==> src/rtl/lcd_reg_viewer_pkg.sv <==
// Shared constants, state encodings and character helpers for the LCD register viewer.
// The HD44780 command bytes and ASCII glyphs used to build the two display lines.
package lcd_reg_viewer_pkg;

  localparam logic [7:0] CMD_FUNC_SET = 8'h38;
  localparam logic [7:0] CMD_DISP_ON  = 8'h0C;
  localparam logic [7:0] CMD_CLEAR    = 8'h01;
  localparam logic [7:0] CMD_ENTRY    = 8'h06;
  localparam logic [7:0] CMD_LINE1    = 8'h80;
  localparam logic [7:0] CMD_LINE2    = 8'hC0;

  localparam logic [7:0] ASC_R  = 8'h52;
  localparam logic [7:0] ASC_EQ = 8'h3D;
  localparam logic [7:0] ASC_SP = 8'h20;
  localparam logic [7:0] ASC_0  = 8'h30;
  localparam logic [7:0] ASC_1  = 8'h31;
  localparam logic [7:0] ASC_2  = 8'h32;

  typedef enum logic [3:0] {
    S_PWR_WAIT,
    S_INIT,
    S_IDLE,
    S_LATCH,
    S_L1_ADDR,
    S_L1_CHAR,
    S_L2_ADDR,
    S_L2_CHAR,
    S_FIN
  } state_e;

  typedef enum logic [1:0] {
    WC_IDLE,
    WC_SETUP,
    WC_EN_HI,
    WC_WAIT
  } wc_phase_e;

  function automatic logic [7:0] hex_ascii(input logic [3:0] n);
    return (n < 4'd10) ? (ASC_0 + {4'h0, n}) : (8'h37 + {4'h0, n});
  endfunction

  // k = 0 selects the most significant nibble.
  function automatic logic [3:0] nib(input logic [15:0] v, input logic [1:0] k);
    case (k)
      2'd0:    return v[15:12];
      2'd1:    return v[11:8];
      2'd2:    return v[7:4];
      default: return v[3:0];
    endcase
  endfunction

  function automatic logic [7:0] init_cmd(input logic [1:0] i);
    case (i)
      2'd0:    return CMD_FUNC_SET;
      2'd1:    return CMD_DISP_ON;
      2'd2:    return CMD_CLEAR;
      default: return CMD_ENTRY;
    endcase
  endfunction

endpackage

==> src/rtl/lcd_write_cycle.sv <==
// One HD44780 byte write: SETUP (1 cycle), EN high for EN_HIGH cycles, then a settle wait.
// ready is high when idle or in the final wait cycle, so a new go starts SETUP with no gap.
module lcd_write_cycle
  import lcd_reg_viewer_pkg::*;
#(
  parameter int EN_HIGH    = 12,
  parameter int CHAR_WAIT  = 2000,
  parameter int CLEAR_WAIT = 82000
) (
  input  logic       clock,
  input  logic       reset_n,
  input  logic       go,
  input  logic       rs,
  input  logic [7:0] data,
  input  logic       long_wait,
  output logic       LCD_EN,
  output logic       LCD_RS,
  output logic [7:0] LCD_DATA,
  output logic       ready
);

  localparam int MAXC = (CLEAR_WAIT > CHAR_WAIT) ?
                        ((CLEAR_WAIT > EN_HIGH) ? CLEAR_WAIT : EN_HIGH) :
                        ((CHAR_WAIT  > EN_HIGH) ? CHAR_WAIT  : EN_HIGH);
  localparam int CW = $clog2(MAXC + 1);

  wc_phase_e       phase_q, phase_d;
  logic [CW-1:0]   cnt_q, cnt_d;
  logic [CW-1:0]   wait_last;
  logic            en_q, en_d;
  logic            rs_q, rs_d;
  logic [7:0]      data_q, data_d;
  logic            long_q, long_d;

  assign wait_last = long_q ? CW'(CLEAR_WAIT - 1) : CW'(CHAR_WAIT - 1);
  assign ready     = (phase_q == WC_IDLE) || ((phase_q == WC_WAIT) && (cnt_q == wait_last));

  always_comb begin
    phase_d = phase_q;
    cnt_d   = cnt_q;
    en_d    = en_q;
    rs_d    = rs_q;
    data_d  = data_q;
    long_d  = long_q;
    if (ready && go) begin
      phase_d = WC_SETUP;
      cnt_d   = '0;
      en_d    = 1'b0;
      rs_d    = rs;
      data_d  = data;
      long_d  = long_wait;
    end else begin
      case (phase_q)
        WC_SETUP: begin
          phase_d = WC_EN_HI;
          cnt_d   = '0;
          en_d    = 1'b1;
        end
        WC_EN_HI: begin
          if (cnt_q == CW'(EN_HIGH - 1)) begin
            phase_d = WC_WAIT;
            cnt_d   = '0;
            en_d    = 1'b0;
          end else begin
            cnt_d = cnt_q + 1'b1;
          end
        end
        WC_WAIT: begin
          // RS/DATA keep their last value through the wait and into idle.
          if (cnt_q == wait_last) phase_d = WC_IDLE;
          else                    cnt_d   = cnt_q + 1'b1;
        end
        default: ;
      endcase
    end
  end

  always_ff @(posedge clock) begin
    if (!reset_n) begin
      phase_q <= WC_IDLE;
      cnt_q   <= '0;
      en_q    <= 1'b0;
      rs_q    <= 1'b0;
      data_q  <= 8'h00;
      long_q  <= 1'b0;
    end else begin
      phase_q <= phase_d;
      cnt_q   <= cnt_d;
      en_q    <= en_d;
      rs_q    <= rs_d;
      data_q  <= data_d;
      long_q  <= long_d;
    end
  end

  assign LCD_EN   = en_q;
  assign LCD_RS   = rs_q;
  assign LCD_DATA = data_q;

endmodule

==> src/rtl/lcd_reg_viewer.sv <==
// Snapshots r0/r1/r2 and paints them as hex on a 16x2 HD44780 after the power-up init.
// The byte for a state is issued on the transition into it, so state and pin activity line up.
module lcd_reg_viewer
  import lcd_reg_viewer_pkg::*;
#(
  parameter int INIT_WAIT  = 750000,
  parameter int EN_HIGH    = 12,
  parameter int CHAR_WAIT  = 2000,
  parameter int CLEAR_WAIT = 82000
) (
  input  logic        clock,
  input  logic        reset_n,
  input  logic        start,
  input  logic [15:0] r0,
  input  logic [15:0] r1,
  input  logic [15:0] r2,
  output logic        busy,
  output logic        done,
  output logic [7:0]  LCD_DATA,
  output logic        LCD_RW,
  output logic        LCD_EN,
  output logic        LCD_RS,
  output logic        LCD_ON,
  output logic        LCD_BLON
);

  localparam int PW = $clog2(INIT_WAIT + 1);

  state_e         state_q, state_d;
  logic [PW-1:0]  pwr_cnt_q, pwr_cnt_d;
  logic [3:0]     idx_q, idx_d;
  logic [15:0]    r0_q, r0_d, r1_q, r1_d, r2_q, r2_d;

  logic           wr_go, wr_rs, wr_long, wr_ready;
  logic [7:0]     wr_data, l1_char, l2_char;

  always_comb begin
    state_d   = state_q;
    pwr_cnt_d = pwr_cnt_q;
    idx_d     = idx_q;
    r0_d      = r0_q;
    r1_d      = r1_q;
    r2_d      = r2_q;
    case (state_q)
      S_PWR_WAIT: begin
        if (pwr_cnt_q == PW'(INIT_WAIT - 1)) begin
          state_d   = S_INIT;
          pwr_cnt_d = '0;
          idx_d     = 4'd0;
        end else begin
          pwr_cnt_d = pwr_cnt_q + 1'b1;
        end
      end
      S_INIT: begin
        if (wr_ready) begin
          if (idx_q == 4'd3) begin
            state_d = S_IDLE;
            idx_d   = 4'd0;
          end else begin
            idx_d = idx_q + 1'b1;
          end
        end
      end
      S_IDLE: if (start) state_d = S_LATCH;
      S_LATCH: begin
        r0_d    = r0;
        r1_d    = r1;
        r2_d    = r2;
        state_d = S_L1_ADDR;
      end
      S_L1_ADDR: if (wr_ready) begin
        state_d = S_L1_CHAR;
        idx_d   = 4'd0;
      end
      S_L1_CHAR: if (wr_ready) begin
        if (idx_q == 4'd15) begin
          state_d = S_L2_ADDR;
          idx_d   = 4'd0;
        end else begin
          idx_d = idx_q + 1'b1;
        end
      end
      S_L2_ADDR: if (wr_ready) begin
        state_d = S_L2_CHAR;
        idx_d   = 4'd0;
      end
      S_L2_CHAR: if (wr_ready) begin
        if (idx_q == 4'd15) begin
          state_d = S_FIN;
          idx_d   = 4'd0;
        end else begin
          idx_d = idx_q + 1'b1;
        end
      end
      S_FIN:   state_d = S_IDLE;
      default: state_d = S_PWR_WAIT;
    endcase
  end

  // Glyphs are chosen from the upcoming index so the byte is ready when go fires.
  always_comb begin
    l1_char = ASC_SP;
    case (idx_d)
      4'd0, 4'd8:                l1_char = ASC_R;
      4'd1:                      l1_char = ASC_0;
      4'd9:                      l1_char = ASC_1;
      4'd2, 4'd10:               l1_char = ASC_EQ;
      4'd3, 4'd4, 4'd5, 4'd6:    l1_char = hex_ascii(nib(r0_q, 2'(idx_d - 4'd3)));
      4'd11, 4'd12, 4'd13, 4'd14: l1_char = hex_ascii(nib(r1_q, 2'(idx_d - 4'd11)));
      default: ;
    endcase
    l2_char = ASC_SP;
    case (idx_d)
      4'd0:                   l2_char = ASC_R;
      4'd1:                   l2_char = ASC_2;
      4'd2:                   l2_char = ASC_EQ;
      4'd3, 4'd4, 4'd5, 4'd6: l2_char = hex_ascii(nib(r2_q, 2'(idx_d - 4'd3)));
      default: ;
    endcase
  end

  always_comb begin
    wr_rs   = 1'b0;
    wr_data = 8'h00;
    case (state_d)
      S_INIT:    wr_data = init_cmd(idx_d[1:0]);
      S_L1_ADDR: wr_data = CMD_LINE1;
      S_L2_ADDR: wr_data = CMD_LINE2;
      S_L1_CHAR: begin
        wr_rs   = 1'b1;
        wr_data = l1_char;
      end
      S_L2_CHAR: begin
        wr_rs   = 1'b1;
        wr_data = l2_char;
      end
      default: ;
    endcase
    wr_long = !wr_rs && (wr_data == CMD_CLEAR);
    wr_go   = ((state_d == S_INIT) || (state_d == S_L1_ADDR) || (state_d == S_L1_CHAR) ||
               (state_d == S_L2_ADDR) || (state_d == S_L2_CHAR)) &&
              ((state_d != state_q) || (idx_d != idx_q));
  end

  always_ff @(posedge clock) begin
    if (!reset_n) begin
      state_q   <= S_PWR_WAIT;
      pwr_cnt_q <= '0;
      idx_q     <= 4'd0;
      r0_q      <= 16'h0;
      r1_q      <= 16'h0;
      r2_q      <= 16'h0;
    end else begin
      state_q   <= state_d;
      pwr_cnt_q <= pwr_cnt_d;
      idx_q     <= idx_d;
      r0_q      <= r0_d;
      r1_q      <= r1_d;
      r2_q      <= r2_d;
    end
  end

  lcd_write_cycle #(
    .EN_HIGH   (EN_HIGH),
    .CHAR_WAIT (CHAR_WAIT),
    .CLEAR_WAIT(CLEAR_WAIT)
  ) u_wr (
    .clock    (clock),
    .reset_n  (reset_n),
    .go       (wr_go),
    .rs       (wr_rs),
    .data     (wr_data),
    .long_wait(wr_long),
    .LCD_EN   (LCD_EN),
    .LCD_RS   (LCD_RS),
    .LCD_DATA (LCD_DATA),
    .ready    (wr_ready)
  );

  assign busy     = (state_q != S_IDLE);
  assign done     = (state_q == S_FIN);
  assign LCD_RW   = 1'b0;
  assign LCD_ON   = 1'b1;
  assign LCD_BLON = 1'b1;

endmodule

==> config.mk <==
export PLATFORM = sky130hd
export DESIGN_NAME = lcd_reg_viewer
export DESIGN_NICKNAME = d
export VERILOG_FILES = /design/src/rtl/lcd_reg_viewer_pkg.sv /design/src/rtl/lcd_write_cycle.sv /design/src/rtl/lcd_reg_viewer.sv
export SDC_FILE = /design/constraint.sdc
export NUM_CORES = 1
export LEC_CHECK = 0
export ABC_AREA = 0
export CORE_MARGIN = 3
export CORE_UTILIZATION = 25
export CTS_CLUSTER_SIZE = 8
export DETAILED_ROUTE_END_ITERATION = 8
export PLACE_DENSITY = 0.4
export SETUP_SLACK_MARGIN = 0.2
export SLEW_MARGIN = 20
export SYNTH_ARGS = -nofsm -noshare
export SYNTH_HDL_FRONTEND = slang
export SYNTH_HIERARCHICAL = 1
export SYNTH_SLANG_ARGS = --single-unit
==> constraint.sdc <==
create_clock -name clock -period 9.2 [get_ports clock]
set_clock_uncertainty 0.1 [all_clocks]
set_input_delay 0.92 -clock clock [delete_from_list [all_inputs] [get_ports clock]]
set_output_delay 0.92 -clock clock [all_outputs]
set_load 0.03 [all_outputs]
==> results.md <==
* Finished Core Util at 0.303
* WP data arrival at 5610 ps
* Clock root buffer: clkbuf_16
* Finished layout cell area at between 7000 and 8000 µm²
* Worst R2R End: u_wr/LCD_DATA[4]$_SDFFE_PN0P_
* Vias in the first global route at 5246
* R2r worst-path depth at 18
* Placeable Area at 23700 µm²
* Worst rel slew slack at 0.339
* Mean Syn Cell Area at 7.96 µm²
* Total Routing Usage GR at 0.130
* TritonRoute pass-1 iters at 4
* PwrDens at 125 nW/µm²
* Initial antenna violation count at 0
* Post-synth EDFFs at 0
* Synth warn at 6
* Ratio of cells with drive above 1 in the final layout at 0.0789
* Placer Congestion at around 0.76
* Overall power at 0.896 mW
* Clk buf depth at 2
* Initial core utilization at 0.257
* Ys flop type: dfxtp_1
* Vias/cell at 4.65
* Vias at slightly above 5k
* Sequential power share at 0.516
* Final hold violation count at 0
* Combinational power share at 0.056
* Setup violators final at 0
* Synthesis-to-finish area growth at 18.3%
* Slew Limit Fails at 0
* Crit-path cells: nand4_1 -> or4_4 -> a211oi_2 -> nor2_1 -> inv_2 -> nor2b_1 -> a21boi_0 -> nor2b_1 -> o21ai_2 -> mux2i_1 -> mux2_2 -> ha_1 -> o21ai_0 -> nand2_1 -> a221oi_1 -> nand2b_1 -> nand3_1 -> a21oi_1
* Syn Std Cell Area at 6080 µm²
* Netlist cell types at 87
* Max VDD drop at a little over 0.08 mV
* CTS tree: built
* Sw Pwr at 0.208 mW
* Worst Hold Launch: u_wr/LCD_DATA[7]$_SDFFE_PN0P_
* Yosys top cell by area: dfxtp_1
* Worst Hold Depth at 2
* Highest-delay cell along the critical path: o21ai_2
* Post-Synthesis Cells at 763
* Post-DP HPWL at 11600 µm
* CP required at 9320 ps
* Ys async rst share at 0
* Boundary Pins at 66
* Drc violations at 0
* Filler instances at 2644
* Die Y at approximately 160 µm
* Global-route wire length before repair at about 28000 µm
* Drt wl/cell at roughly 15 µm
* Diode count at 0
* Register area at 2120 µm²
* Routed Antenna Nets at 0
* Gr ovfl total at 0
* Fmax achieved at 0.182 GHz
* Net switching fraction of the power at 0.232
* Share of the synthesized area in the top cell type at 0.349
* Clk sinks at 106
* CP startpoint kind: flip-flop
* Post CTS Setup Buffer Count at 0
* Max Cap Viol at 0
* Area of the multi-input gates at 3680 µm²
* Hold Path Class: flip-flop to flip-flop
* Status: finished clean
* Clock power frac at 0.428
* LEAKAGE at 2.35 nW
* Number of port buffers at 62
* Num CTS Buffers at 9
* Row count at 56
* Most frequent cells in the layout: nand2_1 (163), dfxtp_1 (106), nor2_1 (62)
* Clock latency on the worst-skew pair at 360 ps
* Worst Tran Pin Value at about 1000 ps
* Crit-path max FO at 18
* Synth area leaders: dfxtp_1 (35%), nand2_1 (10%), a21boi_0 (6.4%)
* CP Capture Type: flip-flop
* Full die area at between 20000 and 30000 µm²
* Placed Cells at 1101
* Crit share post-route at 0.597
* Die Width at 162 µm
* RSZ-0062 raised after global routing: false
* Setup CP Type: flip-flop to flip-flop
* H-tree Lvls at 3
* Layout Cells excl Fill at 1117
* Internal at about 0.69 mW
* Reg-to-Reg Start: u_wr/cnt_q[9]$_SDFFE_PP0P_
* Hold EP: u_wr/LCD_DATA[7]$_SDFFE_PN0P_
* Yosys reg bits at around 110
* Register area share after synthesis at 0.349
* Setup TNS at 0 ps
* Most common cell after layout, fill and taps aside: nand2_1
* Crit-path max cell delay at 720 ps
* Clk slew on worst S/H paths at 70 ps
* Most used cell, CP: nor2b_1
* Post-Place Cell Area at 6890 µm²
* Largest net degree at the start of global routing at slightly above 60
* R2R Setup Slk at 3710 ps
* Final nets at 853
* Min cycle time layout at between 5000 and 6000 ps
* Post-CTS Resized at 0
* Post-cts hold buffer count at 0
* Initial DRC count at 277
* Routed wire length at 16500 µm
-- per-stage QoR --
| step | worst slack [ps] | hold slack (ps) |
|---|---|---|
| floorplan | 5000 | 343 |
| global placement | 3730 | 350 |
| detailed placement | 3700 | 356 |
| CTS | 3690 | 370 |
| global route | 3040 | 389 |
| finish | 3710 | 363 |
-- final cells by class --
cell class | count | share of cell area
Clock buffer | 12 | 0.0357
Clock inverter | 4 | 0.00435
Inverter | 15 | 0.00783
Multi-Input combinational cell | 595 | 0.511
Sequential cell | 106 | 0.295
Tap cell | 319 | 0.0555
Timing Repair Buffer | 66 | 0.0898
-- worst max path at each step --
stage                                           from                             to  slack, ps  depth (start not counted)
after floorplan           u_wr/cnt_q[9]$_SDFFE_PP0P_  u_wr/LCD_DATA[4]$_SDFFE_PN0P_       5000                         22
after global routing      u_wr/cnt_q[3]$_SDFFE_PP0P_  u_wr/LCD_DATA[4]$_SDFFE_PN0P_       3040                         18
after CTS                 u_wr/cnt_q[9]$_SDFFE_PP0P_  u_wr/LCD_DATA[4]$_SDFFE_PN0P_       3690                         18
final                     u_wr/cnt_q[9]$_SDFFE_PP0P_  u_wr/LCD_DATA[4]$_SDFFE_PN0P_       3710                         18
after detailed placement  u_wr/cnt_q[9]$_SDFFE_PP0P_  u_wr/LCD_DATA[4]$_SDFFE_PN0P_       3700                         18
after global placement    u_wr/cnt_q[9]$_SDFFE_PP0P_  u_wr/LCD_DATA[1]$_SDFFE_PN0P_       3730                         17
-- layer usage --
layer / vias to the layer above / part of all wire / global-route usage
li1: 2723 / - / -
met1: 2389 / 0.50 / 0.175
met2: 75 / 0.46 / 0.215
met3: 11 / 0.033 / 0.0237
met4: 0 / 0.012 / 0.0341
met5: - / 0 / 0
-- kinds of logic (layout without fill, tap and decap cells) --
| group | Yosys count | count (layout) | share of synthesized area |
|---|---|---|---|
| and+or+nand+nor | 359 | 359 | 0.283 |
| other | 2 | 3 | 0.00124 |
| adders and majority gates | 9 | 9 | 0.0185 |
| xor gates and xnor gates | 37 | 37 | 0.0533 |
| DFF | 106 | 106 | 0.349 |
| muxes | 21 | 21 | 0.0369 |
| buffers and inverters | 63 | 97 | 0.0494 |
| AOI/OAI and AO/OA | 166 | 166 | 0.208 |
-- power groups by stage --
stage | Clock [mW] | Sequential (mW) | Combinational, mW
CTS | 0.402 | 0.462 | 0.0513
finish | 0.384 | 0.462 | 0.0505
global route | 0.418 | 0.462 | 0.0555
detailed placement | 0 | 0.473 | 0.0511
floorplan | 0 | 0.472 | 0.0250
global placement | 0 | 0.473 | 0.0515
-- cell usage after synthesis, drive strengths merged, types with 11 or more instances --
cell    instances
nor3           15
inv            15
nor2b          11
nor2           62
a21boi         52
clkbuf         33
a211oi         13
nand2         164
nand3          35
xnor2          20
nor4           13
buf            15
a21oi          33
xor2           17
dfxtp         106
o21ai          17
mux2i          13
-- critical path, delay by kind of cell (launching register included) --
family                     cells  cell delay, ps
muxes                          2             500
adders and majority gates      1             220
AOI/OAI and AO/OA              6            2480
and+or+nand+nor                8            1300
DFF                            1             430
buffers and inverters          1             300
-- sequential cells by signal (all words and copies together), names as in the netlist --
name and count:
state_q 4, u_wr/phase_q 2, u_wr/long_q 1, pwr_cnt_q 20, u_wr/LCD_EN 1, u_wr/LCD_RS 1, u_wr/cnt_q 17, idx_q 4
r1_q 16, u_wr/LCD_DATA 8, r0_q 16, r2_q 16
Note: power is estimated with default switching activity, not from simulation.
